**src/rtl/pit16_pkg.sv**
```systemverilog
// Shared definitions for the pit16 interval timer: register map, reset values, CTRL bit layout.
package pit16_pkg;
  typedef enum logic [1:0] {
    PIT_PRE  = 2'd0,
    PIT_DIV  = 2'd1,
    PIT_STAT = 2'd2,
    PIT_CTRL = 2'd3
  } pit_addr_e;

  localparam int unsigned PIT_RST_PRE      = 0;
  localparam int unsigned PIT_RST_DIV      = 0;
  localparam int          PIT_CTRL_ONESHOT = 0;
endpackage

```
**src/rtl/pit16_down16.sv**
```systemverilog
// pit_down16: W-bit down-counter with synchronous load, decrement enable and combinational zero flag.
module pit_down16 #(
  parameter int W = 16
) (
  input  logic         i_clk,
  input  logic         i_rst_n,
  input  logic         i_load,
  input  logic [W-1:0] i_load_val,
  input  logic         i_dec,
  output logic [W-1:0] o_cnt,
  output logic         o_zero
);
  logic [W-1:0] r_cnt;

  always_ff @(posedge i_clk or negedge i_rst_n) begin
    if (!i_rst_n)    r_cnt <= '0;
    else if (i_load) r_cnt <= i_load_val;
    else if (i_dec)  r_cnt <= r_cnt - W'(1);
  end

  assign o_cnt  = r_cnt;
  assign o_zero = ~|r_cnt;
endmodule

```
**src/rtl/pit16.sv**
```systemverilog
// pit16: prescaler x divider interval timer, period (PRE+1)*(DIV+1) clocks, one-cycle tint pulse.
// Optional one-shot mode (CTRL bit0) is built when PIT16_ONESHOT_EN is defined.
module pit16
  import pit16_pkg::*;
#(
  parameter int          W       = 16,
  parameter int unsigned RST_PRE = PIT_RST_PRE
) (
  input  logic         clk,
  input  logic         resetl,
  input  logic         wr,
  input  logic         rd,
  input  logic [1:0]   addr,
  input  logic [W-1:0] din,
  output logic [W-1:0] dout,
  output logic         tint,
  output logic         running
);
  logic [W-1:0] r_pre_reg, r_div_reg, r_dout;
  logic         r_sticky, r_tint, r_running;
  logic [W-1:0] w_pre_cnt, w_div_cnt, w_div_reg_nx, w_ctrl_rd, w_rd_data;
  logic         w_pre_zero, w_div_zero;
  logic         w_wr_pre, w_wr_div, w_div_arm, w_count, w_tc, w_stop, w_done_nx, w_rd_stat;

  assign w_wr_pre  = wr && (addr == PIT_PRE);
  assign w_wr_div  = wr && (addr == PIT_DIV);
  assign w_rd_stat = rd && (addr == PIT_STAT);
  // Writing DIV=0 only stops the timer; a nonzero DIV write restarts both counters.
  assign w_div_arm = w_wr_div && (din != '0);
  // Any register write steals the cycle, so a write always beats a terminal count.
  assign w_count   = r_running && !wr;
  assign w_tc      = w_count && w_pre_zero && w_div_zero;
  assign w_div_reg_nx = w_wr_div ? din : r_div_reg;

`ifdef PIT16_ONESHOT_EN
  logic r_oneshot, r_done;

  always_ff @(posedge clk or negedge resetl) begin
    if (!resetl) begin
      r_oneshot <= 1'b0;
      r_done    <= 1'b0;
    end else begin
      if (wr && (addr == PIT_CTRL)) r_oneshot <= din[PIT_CTRL_ONESHOT];
      r_done <= w_done_nx;
    end
  end

  assign w_stop    = w_tc && r_oneshot;
  assign w_done_nx = w_wr_div ? 1'b0 : (r_done || w_stop);
  always_comb begin
    w_ctrl_rd = '0;
    w_ctrl_rd[PIT_CTRL_ONESHOT] = r_oneshot;
  end
`else
  assign w_stop    = 1'b0;
  assign w_done_nx = 1'b0;
  assign w_ctrl_rd = '0;
`endif

  pit_down16 #(.W(W)) u_pre (
    .i_clk      (clk),
    .i_rst_n    (resetl),
    .i_load     (w_wr_pre || w_div_arm || (w_count && w_pre_zero && !w_stop)),
    .i_load_val (w_wr_pre ? din : r_pre_reg),
    .i_dec      (w_count && !w_pre_zero),
    .o_cnt      (w_pre_cnt),
    .o_zero     (w_pre_zero)
  );

  pit_down16 #(.W(W)) u_div (
    .i_clk      (clk),
    .i_rst_n    (resetl),
    .i_load     (w_div_arm || (w_tc && !w_stop)),
    .i_load_val (w_div_arm ? din : r_div_reg),
    .i_dec      (w_count && w_pre_zero && !w_div_zero),
    .o_cnt      (w_div_cnt),
    .o_zero     (w_div_zero)
  );

  always_comb begin
    w_rd_data = '0;
    case (addr)
      PIT_PRE:  w_rd_data = w_pre_cnt;
      PIT_DIV:  w_rd_data = w_div_cnt;
      PIT_STAT: w_rd_data = {{(W-1){1'b0}}, r_sticky};
      PIT_CTRL: w_rd_data = w_ctrl_rd;
      default:  w_rd_data = '0;
    endcase
  end

  always_ff @(posedge clk or negedge resetl) begin
    if (!resetl) begin
      r_pre_reg <= W'(RST_PRE);
      r_div_reg <= W'(PIT_RST_DIV);
      r_dout    <= '0;
      r_sticky  <= 1'b0;
      r_tint    <= 1'b0;
      r_running <= 1'b0;
    end else begin
      if (w_wr_pre) r_pre_reg <= din;
      r_div_reg <= w_div_reg_nx;
      if (rd) r_dout <= w_rd_data;
      // Set beats clear when a STATUS read lands on a terminal count.
      r_sticky  <= w_tc || (r_sticky && !w_rd_stat);
      r_tint    <= w_tc;
      r_running <= (w_div_reg_nx != '0) && !w_done_nx;
    end
  end

  assign dout    = r_dout;
  assign tint    = r_tint;
  assign running = r_running;
endmodule

```
**config.mk**
```make
export PLATFORM = sky130hd
export DESIGN_NAME = pit16
export DESIGN_NICKNAME = d
export VERILOG_FILES = /design/src/rtl/pit16_pkg.sv /design/src/rtl/pit16_down16.sv /design/src/rtl/pit16.sv
export SDC_FILE = /design/constraint.sdc
export NUM_CORES = 1
export LEC_CHECK = 0
export CAP_MARGIN = 20
export CORE_MARGIN = 5
export CORE_UTILIZATION = 40
export DETAILED_ROUTE_END_ITERATION = 8
export HOLD_SLACK_MARGIN = 0.05
export MAX_ROUTING_LAYER = met4
export PLACE_DENSITY = 0.58
export SLEW_MARGIN = 25
export SYNTH_ARGS = -nofsm -noshare
export SYNTH_HDL_FRONTEND = slang
export SYNTH_HIERARCHICAL = 1
export SYNTH_SLANG_ARGS = --single-unit
```
**constraint.sdc**
```tcl
create_clock -name clk -period 6.5 [get_ports clk]
set_input_delay 0.65 -clock clk [delete_from_list [all_inputs] [get_ports clk]]
set_output_delay 0.65 -clock clk [all_outputs]
set_load 0.05 [all_outputs]
```
Word level (Yosys, flattened, before mapping):

Cells that the tools add are included.
W data, S select, Z words.

* add/sub/neg operators: 2
* multiply operators: 0
* div/mod/pow operators: 0
* $lt $le $gt $ge: 0
* eq/ne operators: 3
* shift operators: 0
* multiplexer cells: 8
* bitwise gates (word level): 0
* reductions and logical operators: 25

Operators with widths (count)
* $mux W16: 7
* $pmux W16 S4: 1
* $reduce_bool A16 Y1: 2
* $reduce_or A16 Y1: 2
* $sub A16 B1 Y16 const B: 2
* $logic_and A1 B1 Y1: 10
* $eq A2 B2 Y1 const B: 2
* $logic_not A1 Y1: 4
* $logic_or A1 B1 Y1: 4
* $reduce_bool A2 Y1: 2
* $eq A2 B1 Y1 const B: 1
* $logic_not A2 Y1: 1

* flip-flop bits (word level): 83
* latch bits: 0
* bits in writable memories: 0
* bits in read-only memories: 0
* input bits: 22
* output and inout bits: 18
* word-level logic and storage cells: 46
* memories: 0

Longest topological paths before layout:

* depth after elaboration: 6
* mapped depth: 10
* gate-level depth less buffers: 9

Modules after synthesis:

The synthesis kept the hierarchy.

By module, submodules not included
* pit16: instances 1, cells an instance 185, area each 2368.5 um^2, seq. area each 1276.2 um^2
* pit_down16 at u_div: instances 1, cells an instance 98, area each 917.1 um^2, seq. area each 400.4 um^2
* pit_down16 at u_pre: instances 1, cells an instance 100, area each 917.1 um^2, seq. area each 400.4 um^2

Worst setup path after synthesis:

OpenSTA, ideal clock, no wires.

* path type: reg2reg
* start: register u_pre.r_cnt[6] (netlist: u_pre/o_cnt[6])
* end: register u_div.r_cnt[15] (netlist: u_div/o_cnt[15])
* library setup time: 0.082 ns
* arrival time: 2.706 ns
* data required time: 6.418 ns
* path slack: 3.712 ns
* stages on the path, launching flop included: 9
* path buffers: 0
* period minus slack after synthesis: 2.788 ns
* cells stage by stage: dfrtp_1 -> nor4_4 -> nand4_2 -> nor4b_1 -> and3b_1 -> nor2b_1 -> nor3b_2 -> or4b_1 -> a31oi_1

* cells in the longest elaborated chain, start to end: 6
* elaborated cells between the ends (all ways): 8
* those cells by class: mux (1); reduce/logical (7)

RTL lines
* start: declaration: RTL line pit16_down16.sv:13 `logic [W-1:0] r_cnt;`
* start signal: assignment: RTL line pit16_down16.sv:17 `else if (i_load) r_cnt <= i_load_val;`
* start signal: assignment: RTL line pit16_down16.sv:18 `else if (i_dec) r_cnt <= r_cnt - W'(1);`
* $reduce_or A16 Y1 *: RTL line pit16_down16.sv:22 `assign o_zero = ~|r_cnt;`
* $logic_not A1 Y1 *: RTL line pit16_down16.sv:22
* named net w_pre_zero: RTL line pit16.sv:22 `logic w_pre_zero, w_div_zero;`
* $logic_and A1 B1 Y1 *: RTL line pit16.sv:32, pit16.sv:75
* $logic_and A1 B1 Y1: RTL line pit16.sv:32 `assign w_tc = w_count && w_pre_zero && w_div_zero;`
* $logic_or A1 B1 Y1: RTL line pit16.sv:73 `.i_load (w_div_arm || (w_tc && !w_stop)),`
* $mux W16 or $reduce_bool A2 Y1 (tied branches)
* end signal: assignment: RTL line pit16_down16.sv:17
* end signal: assignment: RTL line pit16_down16.sv:18
* end: declaration: RTL line pit16_down16.sv:13

Mark *: on every way through the listed nets, which the timed path passes. The rest lies on a longest branch.
A chain may end at the register's enable or synchronous reset.

Worst setup path in the final report:

Same ends and word-level chain as after synthesis.

==> metrics.txt <==
maximum number of pins on one net before global-route repair 84; CORE AREA 10300 sq um; kind of path behind the tightest hold check input port to async pin; max-cap viol count 0; antenna-violating nets left 0; clock sink count 83; wire length of the first global-routing pass 16800 um; Via density 5.22; yosys synthesis warning count 6; unrepaired setup endpoints after global routing no; worst clock skew on the final layout approximately 0.0093 ns; CTS H-Tree Depth 3; cts bufs inserted 9; clk buf depth 2; minimum hold slack around 0.34 ns; total vias in the final route 2917; via count of the first global-routing pass 3014; clock-pin transition on the worst setup and hold timing paths 0.08 ns; DIE AREA 12700 sq um; aggregate negative setup slack 0 ns; total chip power around 1.6 mW; post-synth net total 407; Syn Std Cell Area 4200 sq um; cell leakage power approximately 2.1 nW; endpoints failing setup 0; crit path max fanout 6; slew at the pin closest to its max-slew limit 0.785 ns; worst r2r path cells 8; time the worst path needs with I/O delays and setup 3.24 ns; share of the yosys chip area belonging to registers 0.494; sort of element at the end of the critical path flip-flop; horizontal extent of the die 113 um; worst voltage drop across the vdd grid 0.126 mV; Final nets 443; floorplan die height 113 um; Hold Buf Count CTS 0; maximum clock frequency 0.309 GHz; share of final-layout standard cells stronger than drive strength 1 0.156; GR Overflow Total 0; count of distinct cell types in the synthesized netlist 44; category of the most critical setup path flip-flop to flip-flop; ys flop type sky130_fd_sc_hd__dfrtp_1; Post-CTS Resized 0; count of antenna diodes in the layout 0; PortBufs 39; proportion of register bits with asynchronous set or reset after synthesis 1.00; CTS tree built; GPL Wtd Cong 0.866; Root Buffer Master sky130_fd_sc_hd__clkbuf_8; internal reg-to-reg setup slack 3.26 ns; layout overhead on the synthesized area 16.8%; number of buffers added for setup after CTS 0; number of register bits inferred by synthesis 83; top-level I/O count 40; slew margin rel. 0.476; number of flops mapped to enable cells by yosys 0; clock network latency to the later pin of the worst-skew pair around 0.35 ns; number of cells produced by synthesis between 300 and 400; run status completed; number of hold violations in the final report 0; number of rows in the core area 37; reg-to-reg critical path startpoint u_pre/o_cnt[6]$_DFFE_PN0P_; max-slew violations 0; critical path data required time between 6 and 7 ns; Critical R2R Capture u_div/o_cnt[15]$_DFFE_PN0P_; Period Utilization, post-route 0.498; per-instance average area after synthesis 11.0 sq um; half-perimeter wire length after placement 7470 um; number of search-and-repair iterations in the first detailed-routing pass 4; DRC violation total after the first TritonRoute iteration 195; data arrival time of the critical path between 3 and 4 ns; pwr dens 328 nW/um^2; post-DR wirelength/cell 18.3 um; Detailed Route WL 10200 um; global-route total usage across every layer 0.175; category of the worst setup path launch point flip-flop; antenna violations before repair 0; initial core utilization 0.409; drt drc 0
-- cell type report --
cell class	count	area, sq um
Clock buffer	11	131
Clock inverter	4	76.3
Fill cell	1007	5370
Inverter	23	86.3
Multi-Input combinational cell	260	1950
Sequential cell	83	2080
Tap cell	136	170
Timing Repair Buffer	42	414
-- kinds of logic after synthesis --
group / Yosys count / share of synthesized area
multiplexers: 52 / 0.142
AO/OA/AOI/OAI: 70 / 0.101
flip-flops: 83 / 0.494
adder cells (fa/ha/maj): 2 / 0.00595
buffers and inverters: 40 / 0.0417
XOR/XNOR: 26 / 0.0542
AND/OR/NAND/NOR: 110 / 0.161
-- synth_stat cells, types with 4 or more instances --
master,number,area [sq um]
sky130_fd_sc_hd__nor2_1,11,41.3
sky130_fd_sc_hd__a31oi_1,4,25.0
sky130_fd_sc_hd__nand4_1,4,25.0
sky130_fd_sc_hd__dfrtp_1,83,2080
sky130_fd_sc_hd__clkbuf_1,11,41.3
sky130_fd_sc_hd__nand2_1,38,143
sky130_fd_sc_hd__nand3_1,8,40.0
sky130_fd_sc_hd__inv_1,23,86.3
sky130_fd_sc_hd__nor3_1,5,25.0
sky130_fd_sc_hd__xor2_1,16,140
sky130_fd_sc_hd__nor4_1,11,68.8
sky130_fd_sc_hd__mux2_2,28,315
sky130_fd_sc_hd__mux2_4,8,120
sky130_fd_sc_hd__mux2i_1,16,160
sky130_fd_sc_hd__o21ai_0,22,110
sky130_fd_sc_hd__o22ai_1,15,93.8
sky130_fd_sc_hd__a21o_1,16,120
sky130_fd_sc_hd__o21ai_1,8,40.0
sky130_fd_sc_hd__xnor2_1,10,87.6
-- worst max-delay path by stage --
stage,startpoint,to,slack [ns],cells past startpoint
floorplan,u_pre/o_cnt[6]$_DFFE_PN0P_,u_div/o_cnt[15]$_DFFE_PN0P_,3.71,8
global placement,din[3],u_div/o_cnt[8]$_DFFE_PN0P_,3.32,7
detailed placement,din[3],u_div/o_cnt[8]$_DFFE_PN0P_,3.25,7
CTS,u_pre/o_cnt[6]$_DFFE_PN0P_,u_div/o_cnt[15]$_DFFE_PN0P_,3.31,8
global route,u_pre/o_cnt[6]$_DFFE_PN0P_,u_div/o_cnt[15]$_DFFE_PN0P_,3.18,8
finish,u_pre/o_cnt[6]$_DFFE_PN0P_,u_div/o_cnt[15]$_DFFE_PN0P_,3.26,8
-- layout by cell type, fill, tap and decap left out, drive strengths merged, types with 2 or more instances in the layout --
cell type / count
nand3: 8
nand3b: 4
o31a: 2
nor2b: 3
nand4: 6
and2: 2
mux2: 36
and4: 2
mux2i: 16
nor3b: 4
nor4b: 2
nand4b: 2
nor4: 15
o21ai: 30
buf: 4
clkdlybuf4s50: 38
nor2: 11
nor3: 7
bufinv: 2
inv: 23
xnor2: 10
ha: 2
o22ai: 15
or3: 2
a21o: 16
dfrtp: 83
a31oi: 4
nand2: 38
xor2: 16
nand2b: 2
clkbuf: 11
a21oi: 2
-- layer usage --
layer	vias up	track usage	routed length, um
li1	1425	-	-
met1	1440	0.241	4970
met2	46	0.265	4810
met3	6	0.0340	344
met4	0	0.0505	96
met5	-	-	0
-- report_power, final --
group / internal (mW) / total (mW) / switching, mW / leakage [nW]
combinational: 0.201 / 0.444 / 0.243 / 0.958
sequential: 0.629 / 0.763 / 0.134 / 1.02
clock: 0.215 / 0.401 / 0.186 / 0.0996
-- critical path, cell delays in order, from the launching register on --
cell and delay (ns):
sky130_fd_sc_hd__dfrtp_1 0.46, sky130_fd_sc_hd__nor4_4 0.33, sky130_fd_sc_hd__nand4_2 0.21, sky130_fd_sc_hd__nor4b_1 0.37, sky130_fd_sc_hd__and3b_1 0.28, sky130_fd_sc_hd__nor2b_1 0.41
sky130_fd_sc_hd__nor3b_2 0.43, sky130_fd_sc_hd__or4b_1 0.48, sky130_fd_sc_hd__a31oi_1 0.19
-- per-stage QoR --
stage / area (sq um) / std cells / setup slack (ns) / utilization
2_1_floorplan: 4200 / 383 / 3.71 / -
3_3_place_gp: 4700 / 544 / 3.32 / 0.457
3_5_place_dp: 4700 / 544 / 3.25 / 0.458
4_1_cts: 4910 / 559 / 3.31 / 0.478
5_1_grt: 4910 / 559 / 3.18 / 0.478
6_report: 4910 / 559 / 3.26 / 0.478
Note: power is estimated with default switching activity, not from simulation.
